**src/rtl/mul_div_unit.sv**
```systemverilog
// -----------------------------------------------------------------------------
// mul_div_unit
//
// Multi-cycle RV32M multiply/divide unit for the execute stage. The core stalls
// while busy is high. Multiplication is an iterative shift-add over a 2n-bit
// accumulator; division is restoring, one quotient bit per cycle. Both work
// on operand magnitudes, and the sign is applied when the result is formed.
//
// Ports
//   clk     in   system clock, rising edge
//   rst     in   asynchronous active-low reset
//   start   in   request, sampled only while idle
//   op      in   funct3: MUL, MULH, MULHSU, MULHU, DIV, DIVU, REM, REMU
//   A, B    in   rs1 / rs2 operands, latched when start is accepted
//   flush   in   synchronous abort; wins over start
//   busy    out  high while an operation is in flight (CALC and DONE)
//   done    out  one-cycle pulse, result and dz valid
//   result  out  final value, held until the next completed operation
//   dz      out  divide-by-zero flag, updated only with done
// -----------------------------------------------------------------------------
module mul_div_unit #(
  parameter int n = 32
) (
  input  logic         clk,
  input  logic         rst,
  input  logic         start,
  input  logic [2:0]   op,
  input  logic [n-1:0] A,
  input  logic [n-1:0] B,
  input  logic         flush,
  output logic         busy,
  output logic         done,
  output logic [n-1:0] result,
  output logic         dz
);

  localparam int CW = $clog2(n);
  localparam logic [CW-1:0] LAST_CNT = CW'(n - 1);

  typedef enum logic [1:0] {
    S_IDLE = 2'd0,
    S_CALC = 2'd1,
    S_DONE = 2'd2
  } state_t;

  // Conditional two's-complement negation, operand width.
  function automatic logic [n-1:0] f_cneg(input logic [n-1:0] v, input logic neg);
    return neg ? -v : v;
  endfunction

  // Conditional two's-complement negation, double width (full product).
  function automatic logic [2*n-1:0] f_cneg2(input logic [2*n-1:0] v, input logic neg);
    return neg ? -v : v;
  endfunction

  state_t          r_state;
  logic [2:0]      r_op;
  logic [CW-1:0]   r_cnt;
  logic            r_fin;     // all n iterations have been applied
  logic [n-1:0]    r_hi;      // multiply: upper accumulator / divide: remainder
  logic [n-1:0]    r_lo;      // multiply: multiplier bits  / divide: quotient
  logic [n-1:0]    r_opb;     // multiply: |A| multiplicand / divide: |B| divisor
  logic            r_negq;    // sign of product / quotient
  logic            r_negr;    // sign of remainder (follows A)
  logic            r_busy;
  logic            r_done;
  logic [n-1:0]    r_result;
  logic            r_dz;

  // Operand decode at accept time
  logic            w_a_signed;
  logic            w_b_signed;
  logic            w_sa;
  logic            w_sb;
  logic [n-1:0]    w_amag;
  logic [n-1:0]    w_bmag;
  logic            w_bzero;
  logic            w_ovf;
  logic            w_special;
  logic [n-1:0]    w_spec_res;

  // Iteration datapath
  logic [n:0]      w_add;
  logic [n:0]      w_shr;
  logic            w_ge;
  logic [n-1:0]    w_diff;

  // Result formation
  logic [2*n-1:0]  w_prod;
  logic [n-1:0]    w_quot;
  logic [n-1:0]    w_rem;
  logic [n-1:0]    w_final;

  // A is signed for MUL/MULH/MULHSU/DIV/REM, B for MUL/MULH/DIV/REM.
  assign w_a_signed = (op != 3'b011) && (op != 3'b101) && (op != 3'b111);
  assign w_b_signed = (op == 3'b000) || (op == 3'b001) || (op == 3'b100) || (op == 3'b110);
  assign w_sa       = w_a_signed & A[n-1];
  assign w_sb       = w_b_signed & B[n-1];
  assign w_amag     = f_cneg(A, w_sa);
  assign w_bmag     = f_cneg(B, w_sb);

  // Division cases resolved without iterating: divide by zero, and the
  // signed overflow most-negative / -1.
  assign w_bzero    = (B == '0);
  assign w_ovf      = ~op[0] && (A == {1'b1, {(n-1){1'b0}}}) && (B == '1);
  assign w_special  = op[2] && (w_bzero || w_ovf);
  assign w_spec_res = w_bzero ? (op[1] ? A : '1)
                              : (op[1] ? '0 : A);

  // Shift-add step: conditionally add the multiplicand into the upper half;
  // the carry is kept in w_add[n] and shifted down with the rest.
  assign w_add  = {1'b0, r_hi} + (r_lo[0] ? {1'b0, r_opb} : {(n+1){1'b0}});

  // Restoring step: shifted partial remainder needs n+1 bits because the
  // divisor may use the full unsigned range. When w_ge holds the true
  // difference is below the divisor, so n bits are enough for it.
  assign w_shr  = {r_hi, r_lo[n-1]};
  assign w_ge   = (w_shr >= {1'b0, r_opb});
  assign w_diff = w_shr[n-1:0] - r_opb;

  assign w_prod  = f_cneg2({r_hi, r_lo}, r_negq);
  assign w_quot  = f_cneg(r_lo, r_negq);
  assign w_rem   = f_cneg(r_hi, r_negr);
  assign w_final = r_op[2] ? (r_op[1] ? w_rem : w_quot)
                           : ((r_op[1:0] == 2'b00) ? w_prod[n-1:0] : w_prod[2*n-1:n]);

  always_ff @(posedge clk or negedge rst) begin
    if (!rst) begin
      r_state  <= S_IDLE;
      r_op     <= '0;
      r_cnt    <= '0;
      r_fin    <= 1'b0;
      r_hi     <= '0;
      r_lo     <= '0;
      r_opb    <= '0;
      r_negq   <= 1'b0;
      r_negr   <= 1'b0;
      r_busy   <= 1'b0;
      r_done   <= 1'b0;
      r_result <= '0;
      r_dz     <= 1'b0;
    end else begin
      case (r_state)
        // Accept: latch operands as magnitudes plus sign flags
        S_IDLE: begin
          r_done <= 1'b0;
          if (start && !flush) begin
            r_op   <= op;
            r_cnt  <= '0;
            r_fin  <= 1'b0;
            r_hi   <= '0;
            r_lo   <= op[2] ? w_amag : w_bmag;
            r_opb  <= op[2] ? w_bmag : w_amag;
            r_negq <= w_sa ^ w_sb;
            r_negr <= w_sa;
            r_busy <= 1'b1;
            if (w_special) begin
              r_state  <= S_DONE;
              r_done   <= 1'b1;
              r_result <= w_spec_res;
              r_dz     <= w_bzero;
            end else begin
              r_state  <= S_CALC;
            end
          end
        end

        // Iterate n times, then spend one cycle forming the signed result
        S_CALC: begin
          if (flush) begin
            r_state <= S_IDLE;
            r_busy  <= 1'b0;
          end else if (r_fin) begin
            r_state  <= S_DONE;
            r_done   <= 1'b1;
            r_result <= w_final;
            r_dz     <= 1'b0;
          end else begin
            if (r_op[2]) begin
              r_hi <= w_ge ? w_diff : w_shr[n-1:0];
              r_lo <= {r_lo[n-2:0], w_ge};
            end else begin
              r_hi <= w_add[n:1];
              r_lo <= {w_add[0], r_lo[n-1:1]};
            end
            r_cnt <= r_cnt + CW'(1);
            if (r_cnt == LAST_CNT) begin
              r_fin <= 1'b1;
            end
          end
        end

        // Result presented for one cycle
        S_DONE: begin
          r_state <= S_IDLE;
          r_busy  <= 1'b0;
          r_done  <= 1'b0;
        end

        default: begin
          r_state <= S_IDLE;
          r_busy  <= 1'b0;
          r_done  <= 1'b0;
        end
      endcase
    end
  end

  assign busy   = r_busy;
  assign done   = r_done;
  assign result = r_result;
  assign dz     = r_dz;

endmodule

```
**config.mk**
```make
export PLATFORM = sky130hd
export DESIGN_NAME = mul_div_unit
export DESIGN_NICKNAME = d
export VERILOG_FILES = /design/src/rtl/mul_div_unit.sv
export SDC_FILE = /design/constraint.sdc
export NUM_CORES = 1
export LEC_CHECK = 0
export ABC_AREA = 1
export ABC_CLOCK_PERIOD_IN_PS = 5960
export CORE_ASPECT_RATIO = 1.25
export CORE_MARGIN = 2
export CORE_UTILIZATION = 35
export DETAILED_ROUTE_END_ITERATION = 16
export PLACE_DENSITY = 0.59
export RECOVER_POWER = 25
export SLEW_MARGIN = 30
export SYNTH_ARGS = -nofsm -noshare
export SYNTH_HDL_FRONTEND = slang
export SYNTH_SLANG_ARGS = --single-unit
```
**constraint.sdc**
```tcl
create_clock -name clk -period 5.96 [get_ports clk]
set_input_delay 1.192 -clock clk [delete_from_list [all_inputs] [get_ports clk]]
set_output_delay 1.192 -clock clk [all_outputs]
set_load 0.01 [all_outputs]
```
==> results.yml, run 1 <==
run_status:
  status: "finished with violations"
  failed_checks: "max-capacitance violations, max-slew violations"
cells_and_area:
  fin_cells: 4264
  utilization_pct: 39.66
  num_antenna_cells: 0
  fillers: 6150
  drive_gt1_share_pct: 3.223
  leading_cell_type_in_the_layout_fill_and_taps_excluded: "nand2_1"
  net_count_final: 3668
  layout-area-overhead-vs-synth_pct: 11.85
  layout.cells.most_common_list: "1198 x nand2_1, 439 x inv_1, 420 x nor2_1, 391 x nand3_1, 208 x o21ai_0"
cts:
  clock_insertion_delay_worst_skew_ns: 0.48
  tritoncts.num_buffers: 17
  worst_setup_hold_path_clk_slew_ns: 0.08
  clock_sink_count: 144
  root_driver: "clkbuf_16"
  cts-hold-fix-buffers: 0
  cts_htree_levels: 4
  clock_tree_buf_depth: 2
  postCtsResizedCells: 0
  cts_tree: "built"
  post_cts_setup_repair_bufs: 0
floorplan:
  die_w_um: 212.9
  floorplan.initialDensity_pct: 35.46
  number_of_ports_placed_on_the_die_boundary: 106
  rows: 95
  design.core.area_mm2: 0.05385
  floorplan.die.height_um: 265.1
  die_area_mm2: 0.05645
worst_hold_path:
  hold_path.class: "register to register"
pwr:
  sequentialPowerShare_pct: 18.5
  irDropWorstVdd_uv: 284.1
  pwr-share-clk_pct: 9.5
  internal_cell_power_mw: 4.548
  p_leak_nw: 10.94
  power-per-cell-area_mw_per_mm2: 563.0
  combPwrFrac_pct: 72.1
  p_switching_mw: 7.477
  p_sw_share_pct: 62.18
setup_path:
  rr_endpoint: "r_hi[30]"
  crit_end: "result[29]"
  path_class: "primary input to register"
  reg2regPathDepth: 13
  origin_of_the_worst_setup_path: "B[0]"
  cp_required_ns: 6.36
  setup.worst_path.end_class: "register"
  timing.reg2reg.setup_slack_ns: 2.10
  critical_path.max_fanout: 34
  worstPathArrival_ns: 4.27
  worst_r2r_startpoint: "r_hi[11]"
  setup.worst_path.start_class: "primary input"
logic_synthesis:
  postSynthRegisterBits: 144
  synth_sequential_area_ratio_pct: 18.87
  cells_after_synth: 3495
  synthesis.area_mm2: 0.01909
  synth.avg_cell_area_um2: 5.463
  yosys.cell_types.count: 54
  yosysWarningCount: 0
  fraction_of_registers_with_async_set_reset_pct: 100.0
  postSynth.topFlopCell: "dfrtp_1"
  synth-edff-count: 0
  synth.net_count: 3639
timing:
  final-max-slew-violation-count: 37
  rsz_0062_raised_after_global_routing: "no"
  final_hold_violation_count: 0
  totalNegativeSetupSlack_ns: 0
  setup_viol: 0
  tightestPinTransition_ns: 2.049
  clock-skew-final_ns: 0.02226
  timing.max_slew.rel_slack_pct: -36.61
  final.period_utilization_pct: 64.89
  min_period_ns: 3.868
  timing.fmax_mhz: 258.6
global_route:
  grt_antenna_before_repair: 0
  largest_net_degree_at_the_start_of_global_routing: 70
  grt_first_pass_wirelength_um: 137300
  grt_overflow: 0
  grt_pass1_vias: 21770
  globalRouteTotalUtil_pct: 32.84
place:
  io_buffers: 105
  post-place-cells: 4232
  detailedPlacementHpwl_um: 73960
  gp_congestion: 1.061
routing:
  vias: 23500
  routed_wire_length_per_instance_um: 21.85
  detail-route-antenna-nets: 0
  drt-initial-drc-count: 2288
  routed_wl_um: 93160
  drt-pass1-iter-count: 8
  drcViolationCount: 0
  routed_via_density: 5.511
flow_run:
  max_cap_viols: 1
-- sequential cells by signal, summed over array words and instances (netlist names) --
| signal | flops |
|---|---|
| r_lo | 32 |
| dz | 1 |
| r_state | 2 |
| done | 1 |
| r_cnt | 5 |
| result | 32 |
| r_op | 3 |
| r_hi | 32 |
| r_opb | 32 |
| busy | 1 |
| r_negq | 1 |
| r_negr | 1 |
| r_fin | 1 |
-- kinds of logic (layout without fill, tap and decap cells) --
family | Yosys count | count (layout) | share of synthesized area, %
simple gates | 2152 | 2152 | 47.06
flops | 144 | 144 | 18.87
fa+ha+maj | 73 | 73 | 4.862
compound gates | 477 | 477 | 14.12
buf+inv | 577 | 619 | 11.78
xor+xnor | 72 | 72 | 3.303
-- metrics by stage --
stage          hold WS (ns)  power [mW]  cell area, µm²  setup WS [ns]
2_1_floorplan        0.4723       7.423           19090          3.265
3_3_place_gp         0.4736       10.60           20750          1.676
3_5_place_dp         0.4671       10.59           20750          1.597
4_1_cts              0.4959       11.76           21360          2.080
5_1_grt              0.5195       12.82           21360          1.727
6_report             0.4950       12.02           21360          2.092
-- final cells by class --
type,instances,area (µm²),area share (%)
clock buffers,17,425.4,1.992
clock inverters,15,181.4,0.8495
inverters,450,1689,7.909
multi-input cells,2774,13250,62.06
flip-flops and latches,144,3608,16.90
well taps,727,909.6,4.259
repair buffers,137,1289,6.034
-- worst min path at each step --
stage | startpoint | cells past startpoint | endpoint | slack (ns)
floorplan | r_cnt[4] | 1 | r_cnt[4] | 0.47
global placement | result[25] | 2 | result[25] | 0.47
detailed placement | result[25] | 2 | result[25] | 0.47
CTS | result[25] | 2 | result[25] | 0.50
global route | result[31] | 2 | result[31] | 0.52
finish | result[15] | 2 | result[15] | 0.50
-- worst max-delay path, stage by stage --
cell             delay [ns]
clkdlybuf4s50_1        0.46
inv_1                  0.16
ha_1                   0.32
nand3_1                0.18
nor2_4                 0.24
nand4_4                0.51
inv_2                  0.62
o21ai_0                0.17
nand2_1                0.10
nor2_1                 0.04
nor2_1                 0.09
nand2_1                0.07
nand2_1                0.06
-- synthesized netlist by cell type, types with 3 or more instances --
cell,n,share of area [%]
nand2_1,1199,24
inv_1,441,8.7
nor2_1,421,8.3
nand3_1,391,10
o21ai_0,208,5.5
dfrtp_1,144,19
a21oi_1,139,3.6
ha_1,71,4.7
nand4_1,65,2.1
clkbuf_1,64,1.3
xor2_1,59,2.7
o211ai_1,35,1.4
buf_2,28,0.73
buf_1,27,0.53
nor3_1,26,0.68
o21ai_1,17,0.45
nand3b_1,15,0.59
xnor2_1,13,0.60
a21boi_0,12,0.47
a22oi_1,11,0.43
a31oi_1,10,0.33
nor2_2,10,0.33
o21bai_1,9,0.35
o221ai_1,9,0.41
a21boi_1,8,0.31
inv_2,8,0.16
nor2_4,6,0.35
buf_6,5,0.29
and2_1,3,0.098
buf_4,3,0.12
nand2_2,3,0.098
nand3_2,3,0.16
o22ai_1,3,0.098
or2_2,3,0.098
-- layer usage --
layer	global-route usage, %	vias to the layer above	part of all wire (%)
met5	0	-	0
met4	22.06	0	7.9
met3	3.294	265	6.7
met2	54.62	1128	47
met1	39.94	10830	39
li1	-	11280	-
-- power by group through the flow --
stage / clock (mW) / combinational, mW / sequential (mW)
global route: 1.18 / 9.42 / 2.22
CTS: 1.14 / 8.44 / 2.18
floorplan: 0 / 5.65 / 1.77
global placement: 0 / 8.40 / 2.20
detailed placement: 0 / 8.40 / 2.19
finish: 1.14 / 8.67 / 2.22
Power figures use the tool's default switching activity.
==> run 2, diff against run 1 <==
Settings changed: ABC_CLOCK_PERIOD_IN_PS 5960 to 3300, PLACE_DENSITY 0.59 to 0.61.
Clock period 5.96 ns to 3.3 ns, I/O delays scaled along.
==> run 2 against run 1 <==
Effect of this change: the flow still finishes with violations (max-capacitance violations, max-slew violations); cell count rose by 2.5%; largest power group unchanged; highest routed layer unchanged; combinational power is 95% higher; routed wire length up 2.3%; worst hold slack worse by 0.0043 ns; largest cell class unchanged.
==> results.yml, run 2 (synthesis results as in run 1) <==
run_status:
  status: "finished with violations"
  failed_checks: "max-capacitance violations, max-slew violations"
cts:
  clock_sink_count: 144
  cts-hold-fix-buffers: 0
  root_driver: "clkbuf_16"
  clock_insertion_delay_worst_skew_ns: 0.47
  cts_tree: "built"
  post_cts_setup_repair_bufs: 0
  clock_tree_buf_depth: 2
  cts_htree_levels: 4
  tritoncts.num_buffers: 17
  worst_setup_hold_path_clk_slew_ns: 0.07
cells_and_area:
  fillers: 6014
  net_count_final: 3775
  leading_cell_type_in_the_layout_fill_and_taps_excluded: "nand2_1"
  fin_area_mm2: 0.02227
  layout.cells.most_common_list: "1198 x nand2_1, 439 x inv_1, 420 x nor2_1, 391 x nand3_1, 208 x o21ai_0"
  drive_gt1_share_pct: 6.065
  num_antenna_cells: 0
  layout-area-overhead-vs-synth_pct: 16.62
setup_path:
  origin_of_the_worst_setup_path: "r_opb[25]"
  worst_r2r_startpoint: "r_opb[25]"
  path_class: "register to register"
  cpMostUsedCell: "nand2_1"
  crit_chain: "inv_1 -> ha_1 -> nand2_1 -> inv_1 -> nand2_1 -> nor4_1 -> nand2_1 -> nand2_2 -> buf_4 -> nand4_1 -> nand3_1 -> nand2_1"
  critical_path.max_fanout: 12
  worstPathArrival_ns: 3.40
  path_delay_family: "simple AND/OR/NAND/NOR gates"
  timing.critical_path.buf_inv: 3
  setup.worst_path.start_class: "register"
  setup.worst_path.end_class: "register"
  crit_path_top_delay_cell: "dfrtp_1"
  cp_required_ns: 3.65
  timing.reg2reg.setup_slack_ns: 0.25
  worst_stage_delay_on_the_critical_path_ns: 0.48
timing:
  totalNegativeSetupSlack_ns: 0
  min_period_ns: 3.048
  timing.fmax_mhz: 328.1
  final-max-slew-violation-count: 70
  clock-skew-final_ns: 0.01321
  timing.max_slew.rel_slack_pct: -37.53
  timing.hold.ws_ns: 0.4908
  worst_slack_ns: 0.2525
  final.period_utilization_pct: 92.35
  final_hold_violation_count: 0
  rsz_0062_raised_after_global_routing: "no"
  tightestPinTransition_ns: 2.063
  setup_viol: 0
routing:
  vias: 23880
  detail-route-antenna-nets: 0
  routed_wl_um: 95260
  drcViolationCount: 0
  drt-initial-drc-count: 2481
  routed_via_density: 5.464
  routed_wire_length_per_instance_um: 21.79
  drt-pass1-iter-count: 6
place:
  dpl_cell_area_mm2: 0.02166
  gp_congestion: 1.056
  detailedPlacementHpwl_um: 77530
  io_buffers: 105
  placement.setup.worst_slack_ns: 0.2247
pwr:
  combPwrFrac_pct: 74.6
  power-per-cell-area_mw_per_mm2: 1019
  p_leak_nw: 11.51
  internal_cell_power_mw: 9.047
  p_sw_share_pct: 60.12
  irDropWorstVdd_uv: 586.2
  p_switching_mw: 13.64
  sequentialPowerShare_pct: 16.0
  pwr-share-clk_pct: 9.5
global_route:
  globalRouteTotalUtil_pct: 33.61
  grt_antenna_before_repair: 1
  grt_pass1_vias: 22340
  largest_net_degree_at_the_start_of_global_routing: 77
  grt_overflow: 0
  grt_first_pass_wirelength_um: 140700
floorplan:
  die_w_um: 212.9
  rows: 95
  floorplan.die.height_um: 265.1
  number_of_ports_placed_on_the_die_boundary: 106
  floorplan.initialDensity_pct: 35.46
  design.core.area_mm2: 0.05385
  die_area_mm2: 0.05645
worst_hold_path:
  min-delay-start: "result[28]"
  hold_path.class: "register to register"
flow_run:
  max_cap_viols: 1
## run 2: cell count changes in the layout (fill, tap and decap cells not counted), sizes merged
cell	delta
bufinv	+3
buf	+105
inv	-5
clkinv	-1
clkbuf	+3
clkinvlp	+2
## run 2: power groups by stage
stage               registers, mW  clock network, mW  logic [mW]
finish                       3.62               2.15        16.9
global route                 3.64               2.22        18.4
CTS                          3.57               2.15        16.4
detailed placement           3.58                  0        16.4
global placement             3.59                  0        16.4
floorplan                    3.20                  0        10.2
## run 2: final cells by class
type / count / area, µm² / share of cell area [%]
sequential: 144 / 3608 / 16.20
tap: 727 / 909.6 / 4.085
clock buffer: 18 / 439.2 / 1.972
clock inverter: 14 / 181.4 / 0.8147
inverter: 450 / 1689 / 7.586
multi-input combinational: 2774 / 13260 / 59.54
timing repair buffer: 244 / 2182 / 9.799
## run 2: what timing repair did
action | 4_1_cts | 5_1_grt
gates resized for setup | 0 | 1
endpoints found under the hold margin | 0 | 0
setup endpoints to repair | 0 | 3
## run 2: final timing paths
kind | endpoint | cells after the start
worst min register to register | result[28] | 2
max in group asynchronous | result[19] | 2
worst max register to register | r_hi[19] | 12
min in group asynchronous | r_hi[13] | 1
worst max-delay path | r_hi[19] | 12
worst min-delay path | result[28] | 2
## run 2: routing by layer
layer  vias up  wire length [µm]  global-route usage (%)
met5         -                 0                       0
met4         0              9078                   26.37
met3       328              6168                   3.967
met2      1168             43310                   54.85
met1     10900             36710                   39.92
li1      11490                 -                       -
## run 2: through the flow
| stage | total power [mW] | cells | util (%) |
|---|---|---|---|
| 4_1_cts | 22.14 | 4371 | 41.37 |
| 2_1_floorplan | 13.41 | 3495 | - |
| 5_1_grt | 24.22 | 4371 | 41.35 |
| 3_5_place_dp | 19.94 | 4339 | 40.22 |
| 3_3_place_gp | 19.95 | 4339 | 40.22 |
| 6_report | 22.69 | 4371 | 41.35 |
## run 2: worst min-delay path: cells and delay by family, from the launching register on
kind | cells | cell delay (ns)
flops | 1 | 0.36
simple gates | 2 | 0.10
